**config.mk**
```make
export PLATFORM = sky130hd
export DESIGN_NAME = rv_hazard_ctrl
export DESIGN_NICKNAME = d
export VERILOG_FILES = /design/src/rtl/rv_hazard_ctrl.sv
export SDC_FILE = /design/constraint.sdc
export NUM_CORES = 1
export LEC_CHECK = 0
export ABC_AREA = 1
export CORE_AREA = 2 2 39 41
export DETAILED_ROUTE_END_ITERATION = 16
export DIE_AREA = 0 0 41 43
export MAX_ROUTING_LAYER = met4
export SLEW_MARGIN = 20
export SYNTH_ARGS = -nofsm -noshare
export SYNTH_HDL_FRONTEND = slang
export SYNTH_SLANG_ARGS = --single-unit
export TNS_END_PERCENT = 50
```
**constraint.sdc**
```tcl
create_clock -name clk -period 1.9 [get_ports clk]
set_input_delay 0.285 -clock clk [delete_from_list [all_inputs] [get_ports clk]]
set_output_delay 0.285 -clock clk [all_outputs]
set_load 0.05 [all_outputs]
```
**src/rtl/rv_hazard_ctrl.sv**
```systemverilog
// Stall/flush sequencer for the 5-stage RV pipeline: load-use bubbles, mul/div wait, multi-cycle fetch redirect.
// Optional performance counters are compiled in when RV_HAZARD_PERF_EN is defined.
module rv_hazard_ctrl #(
    parameter int FETCH_LAT = 1,
    parameter int CNT_W     = 32
) (
    input  logic             clk,
    input  logic             reset,
    input  logic             RVPCSrcE,
    input  logic             MemReadE,
    input  logic [4:0]       RdE,
    input  logic [4:0]       Rs1D,
    input  logic [4:0]       Rs2D,
    input  logic             MdBusyE,
    output logic             StallF,
    output logic             StallD,
    output logic             StallE,
    output logic             FlushD,
    output logic             FlushE,
    output logic             RedirPending,
    output logic [1:0]       StateDbg
`ifdef RV_HAZARD_PERF_EN
    ,
    output logic [CNT_W-1:0] PerfRedirects,
    output logic [CNT_W-1:0] PerfLwStalls,
    output logic [CNT_W-1:0] PerfMdStalls
`endif
);

    localparam logic [1:0] ST_RUN    = 2'd0;
    localparam logic [1:0] ST_REDIR  = 2'd1;
    localparam logic [1:0] ST_MDWAIT = 2'd2;

    localparam logic [2:0] REDIR_INIT = 3'(FETCH_LAT - 1);

    generate
        if (FETCH_LAT < 1 || FETCH_LAT > 8) begin : g_bad_fetch_lat
            $error("rv_hazard_ctrl: FETCH_LAT must be in 1..8");
        end
        if (CNT_W < 1) begin : g_bad_cnt_w
            $error("rv_hazard_ctrl: CNT_W must be at least 1");
        end
    endgenerate

    logic [1:0] state_q, state_d;
    logic [2:0] redir_cnt_q, redir_cnt_d;
    logic       lw_haz;

    // Handshake-free block: every output is a pure function of state_q and this cycle's inputs.
    always_comb begin
        lw_haz       = MemReadE && (RdE != 5'd0) && ((RdE == Rs1D) || (RdE == Rs2D));
        state_d      = state_q;
        redir_cnt_d  = redir_cnt_q;
        StallF       = 1'b0;
        StallD       = 1'b0;
        StallE       = 1'b0;
        FlushD       = 1'b0;
        FlushE       = 1'b0;
        RedirPending = 1'b0;

        case (state_q)
            ST_REDIR: begin
                // E holds only bubbles here, so branch/mul-div/load-use inputs are meaningless.
                FlushD       = 1'b1;
                FlushE       = 1'b1;
                RedirPending = 1'b1;
                if (redir_cnt_q <= 3'd1) begin
                    state_d     = ST_RUN;
                    redir_cnt_d = 3'd0;
                end else begin
                    redir_cnt_d = redir_cnt_q - 3'd1;
                end
            end
            default: begin
                // RUN and MDWAIT share the rules; MDWAIT simply re-evaluates them once MdBusyE drops.
                if (MdBusyE) begin
                    StallF  = 1'b1;
                    StallD  = 1'b1;
                    StallE  = 1'b1;
                    state_d = ST_MDWAIT;
                end else if (RVPCSrcE) begin
                    FlushD = 1'b1;
                    FlushE = 1'b1;
                    if (FETCH_LAT > 1) begin
                        state_d     = ST_REDIR;
                        redir_cnt_d = REDIR_INIT;
                    end else begin
                        state_d = ST_RUN;
                    end
                end else if (lw_haz) begin
                    StallF  = 1'b1;
                    StallD  = 1'b1;
                    FlushE  = 1'b1;
                    state_d = ST_RUN;
                end else begin
                    state_d = ST_RUN;
                end
            end
        endcase

        if (reset) begin
            StallF       = 1'b0;
            StallD       = 1'b0;
            StallE       = 1'b0;
            FlushD       = 1'b1;
            FlushE       = 1'b1;
            RedirPending = 1'b0;
        end
    end

    always_ff @(posedge clk or posedge reset) begin
        if (reset) begin
            state_q     <= ST_RUN;
            redir_cnt_q <= 3'd0;
        end else begin
            state_q     <= state_d;
            redir_cnt_q <= redir_cnt_d;
        end
    end

    assign StateDbg = state_q;

`ifdef RV_HAZARD_PERF_EN
    logic [CNT_W-1:0] perf_redir_q, perf_redir_d;
    logic [CNT_W-1:0] perf_lw_q,    perf_lw_d;
    logic [CNT_W-1:0] perf_md_q,    perf_md_d;
    logic             inc_redir, inc_lw;

    // A load-use bubble is the only case with StallD set while StallE is clear.
    always_comb begin
        inc_redir    = !reset && (state_q != ST_REDIR) && !MdBusyE && RVPCSrcE;
        inc_lw       = StallD && !StallE;
        perf_redir_d = perf_redir_q + {{(CNT_W-1){1'b0}}, inc_redir};
        perf_lw_d    = perf_lw_q    + {{(CNT_W-1){1'b0}}, inc_lw};
        perf_md_d    = perf_md_q    + {{(CNT_W-1){1'b0}}, StallE};
    end

    always_ff @(posedge clk or posedge reset) begin
        if (reset) begin
            perf_redir_q <= '0;
            perf_lw_q    <= '0;
            perf_md_q    <= '0;
        end else begin
            perf_redir_q <= perf_redir_d;
            perf_lw_q    <= perf_lw_d;
            perf_md_q    <= perf_md_d;
        end
    end

    assign PerfRedirects = perf_redir_q;
    assign PerfLwStalls  = perf_lw_q;
    assign PerfMdStalls  = perf_md_q;
`endif

endmodule

```
# Yosys cells after proc, flatten, opt, wreduce, memory -nomap -nowiden
# Index checks and enable logic that the tools add are counted.
[classes]
eq_ne = 4
mux = 22
n_lt_le_gt_ge = 1
add_sub_neg = 1
n_reduce_logical = 4
[op_table]
columns = ["operator", "count"]
rows = [
  ["two-way mux 1 bit", 18],
  ["equality test 5 bit", 2],
  ["two-way mux 2 bit", 3],
  ["nonzero test 5 bit", 1],
  ["less-or-equal comparator 3 x 1 -> 1 bit, second input constant", 1],
  ["two-way mux 3 bit", 1],
  ["subtractor 3 x 1 -> 3 bit, second input constant", 1],
  ["equality test 2 x 1 -> 1 bit, second input constant", 1],
  ["logical AND 1 bit", 2],
  ["!= test 2 bit, second input constant", 1],
  ["logical OR 1 bit", 1],
]
[totals]
word_cells = 34
register_bits = 5
inputBits = 20

# Longest topological paths before layout
[depth]
word_depth = 8
mapped_depth = 9

# Worst setup path after synthesis
# Ideal clock, no wire load.
[synth_timing]
kind = "in2out"
startpoint = "in MdBusyE"
endpoint = "out FlushE"
arrival_time_ns = 1.916
cell_stages = 5
path_buffers = 0
slack_ns = -0.301
cell_sequence = "inv_1 nor2_1 nor2_1 inv_1 nand2_1"
[synth_between]
elab_chain_cells = 3
[synth_lines]
columns = ["element", "line_no", "rtl"]
rows = [
  ["start: declaration", "14", "input logic MdBusyE,"],
  ["two-way mux 1 bit", "76", "if (MdBusyE) begin"],
  ["two-way mux 1 bit", "61", "case (state_q)"],
  ["two-way mux 1 bit", "101", "if (reset) begin"],
  ["end: declaration", "19", "output logic FlushE,"],
]
# Every way passes these cells.

# Worst setup path in the final report
[layout_timing]
startpoint = "in Rs2D[3]"
endpoint = "out StallD"
[layout_between]
elab_chain_cells = 8
[layout_lines]
columns = ["element", "line_no", "rtl"]
rows = [
  ["start: declaration", "13", "input logic [4:0] Rs2D,"],
  ["equality test 5 bit", "51", "lw_haz = MemReadE && (RdE != 5'd0) && ((RdE == Rs1D) || (RdE == Rs2D));"],
  ["logical OR 1 bit", "51", ""],
  ["logical AND 1 bit", "51", ""],
  ["two-way mux 1 bit", "90", "end else if (lw_haz) begin"],
  ["two-way mux 1 bit", "81", "end else if (RVPCSrcE) begin"],
  ["two-way mux 1 bit", "76", ""],
  ["two-way mux 1 bit", "61", ""],
  ["two-way mux 1 bit", "101", ""],
  ["end: declaration", "16", "output logic StallD,"],
]
# Every way passes these cells.

==> impl_metrics.py <==
metrics = {
    "yosys": {
        "synthesis.area_sq_um": 295.3,
        "yosysWarnings": 0,
        "seq_area_frac_synth_pct": 8.475,
        "synth.avg_cell_area_sq_um": 4.543,
        "yosys_register_bits": 1,
        "synth_cells": 65,
        "synth_cell_types": 11,
    },
    "critical_path": {
        "crit_family": "buffers and inverters",
        "crit_type": "in2out",
        "crit_fanout": 2,
        "cp-start-kind": "input port",
        "crit_buf_inv": 3,
        "crit_cells": 10,
        "cp.arrival_ns": 1.52,
        "max_stage_delay_ns": 0.48,
        "cp_cell_sequence": "clkdlybuf4s50_1, inv_1, nand2_1, nand2_1, nor2_1, nand3_1, nand2_2, nand3_1, nand2_2, buf_12",
        "critPathRequiredTime_ns": 1.62,
        "setup.worst_path.end_class": "output port",
        "crit_slowest_cell": "clkdlybuf4s50_1",
    },
    "timing": {
        "fmax_ghz": 0.5543,
        "fin_ws_ns": 0.09606,
        "finalCritPeriodShare_pct": 94.94,
        "drv_slew": 0,
        "fin_crit_ns": 1.804,
        "hold_violations": 0,
        "hold_ws_ns": 0.5034,
        "setup_viol": 0,
        "grt_setup_unrepaired": "no",
    },
    "detailed_routing": {
        "viasPerCell": 3.750,
        "antenna_left": 0,
        "dr.pass1.iters": 4,
        "drt_iter0_drc": 9,
        "routedWlPerCell_um": 7.413,
        "via_count": 390,
        "drt-total-wl_um": 771,
        "drt_drc_violations_left": 0,
    },
    "grt": {
        "grt_pass1_vias": 312,
        "grt_usage_pct": 9.035,
        "grt_max_degree": 5,
        "antenna_found_initial": 0,
        "gr-total-overflow": 0,
        "grt_pass1_wl_um": 1166,
    },
    "place": {
        "dpl_cell_area_sq_um": 601.8,
        "dp_cells": 104,
        "hpwl_um": 682.2,
        "pre_cts_slack_ns": -0.03899,
        "gp_congestion": 0.6911,
        "io_buffers": 25,
    },
    "pwr": {
        "comb_power_share_pct": 87.3,
        "power.internal_mw": 0.09935,
        "powerDensity_nw_per_um2": 287.0,
        "leakage_nw": 0.4219,
        "power.net_switching_mw": 0.08125,
        "p_sw_share_pct": 44.99,
        "seqPwrFrac_pct": 12.7,
        "ir_drop_uv": 98.72,
        "p_clk_share_pct": 0,
    },
    "layout": {
        "drive_gt1_share_pct": 13.64,
        "finalInstanceArea_sq_um": 629.4,
        "num_antenna_cells": 0,
        "instances_no_fill": 104,
        "fin_nets": 110,
        "area_growth_pct": 113.1,
        "largest_reg_flops": 1,
        "fin_util_pct": 45.48,
        "fill_cells": 154,
    },
    "floorplanning": {
        "start_util_pct": 21.34,
        "die-area_sq_um": 1763,
        "coreArea_sq_um": 1384,
        "io_pins": 28,
        "die_width_um": 41,
        "chipHeight_um": 43,
        "rows": 14,
    },
    "flow_run": {
        "maxCapViolations": 0,
    },
    "min_path": {
        "hold_class": "in2async",
    },
    "outcome": {
        "status": "complete, no violations",
    },
    "cts": {
        "path_clk_slew_ns": 0,
        "cts_hold_buf": 0,
        "cts_setup_buffers": 0,
    },
}
[worst max-delay path by stage]
| stage | startpoint | endpoint | slack [ns] |
|---|---|---|---|
| after floorplan | MdBusyE | StallF | 0.07 |
| after global placement | RdE[4] | StallD | -0.04 |
| after detailed placement | RdE[4] | StallD | -0.04 |
| after CTS | RdE[4] | StallD | 0.008 |
| after global routing | Rs2D[1] | StallD | 0.005 |
| final | Rs2D[3] | StallD | 0.1 |
[area by class of cell]
cell class	instances	area [sq um]	area share, %
flip-flops and latches	1	25.02	3.976
multi-input cells	44	193.9	30.82
repair buffers	25	322.8	51.29
inverters	18	67.56	10.74
well taps	16	20.02	3.181
[what timing repair did]
item | CTS | global route
setup endpoints to repair | 2 | 3
pin swaps | 0 | 5
resized for setup | 1 | 11
[kinds of logic (layout without fill, tap and decap cells)]
| logic type | after synthesis | after routing | synth area share (%) |
|---|---|---|---|
| AOI/OAI and AO/OA | 1 | 1 | 1.693 |
| xor gates and xnor gates | 2 | 2 | 5.933 |
| buffers and inverters | 21 | 43 | 30.51 |
| DFF | 1 | 1 | 8.473 |
| other | 1 | 2 | 1.270 |
| and+or+nand+nor | 39 | 39 | 52.12 |
[routing by layer]
metal | wire (um) | vias to the layer above | share of wire (%) | track usage, %
met5 | 0 | - | 0 | -
met4 | 0 | 0 | 0 | 0
li1 | - | 224 | - | -
met3 | 38 | 0 | 4.9 | 0
met2 | 415 | 9 | 54 | 16.25
met1 | 317 | 157 | 41 | 11.50
[power by group through the flow]
stage / Clock [mW] / Combinational (mW) / Sequential [mW]
4_1_cts: 0 / 0.161 / 0.0230
6_report: 0 / 0.158 / 0.0230
5_1_grt: 0 / 0.169 / 0.0231
3_5_place_dp: 0 / 0.160 / 0.0230
3_3_place_gp: 0 / 0.159 / 0.0229
2_1_floorplan: 0 / 0.0753 / 0.0270
[cell usage in the layout, fill, tap and decap left out, types with 2 or more instances in the layout]
cell type / instances
nand2_2: 2
nor2_1: 7
clkdlybuf4s50_1: 11
nand2_1: 23
inv_2: 3
conb_1: 2
xnor2_1: 2
dlymetal6s2s_1: 9
nand3_1: 4
buf_12: 5
inv_1: 15
nor2_2: 2
[metrics by stage]
step	total power, mW	TNS [ns]
CTS	0.1841	0
floorplan	0.1023	0
finish	0.1806	0
global placement	0.1819	-0.07836
global route	0.1917	0
detailed placement	0.1831	-0.07681
[synthesized netlist by cell type]
cell type  number  area, sq um
nand2_1        25        93.84
inv_1          16        60.06
nor2_1          9        33.78
nand3_1         4        20.02
buf_4           3        22.52
inv_2           2        7.510
xnor2_1         2        17.52
conb_1          1        3.750
dfrtp_1         1        25.02
nand4_1         1        6.260
o21ai_0         1        5.000
Power figures use the tool's default switching activity.
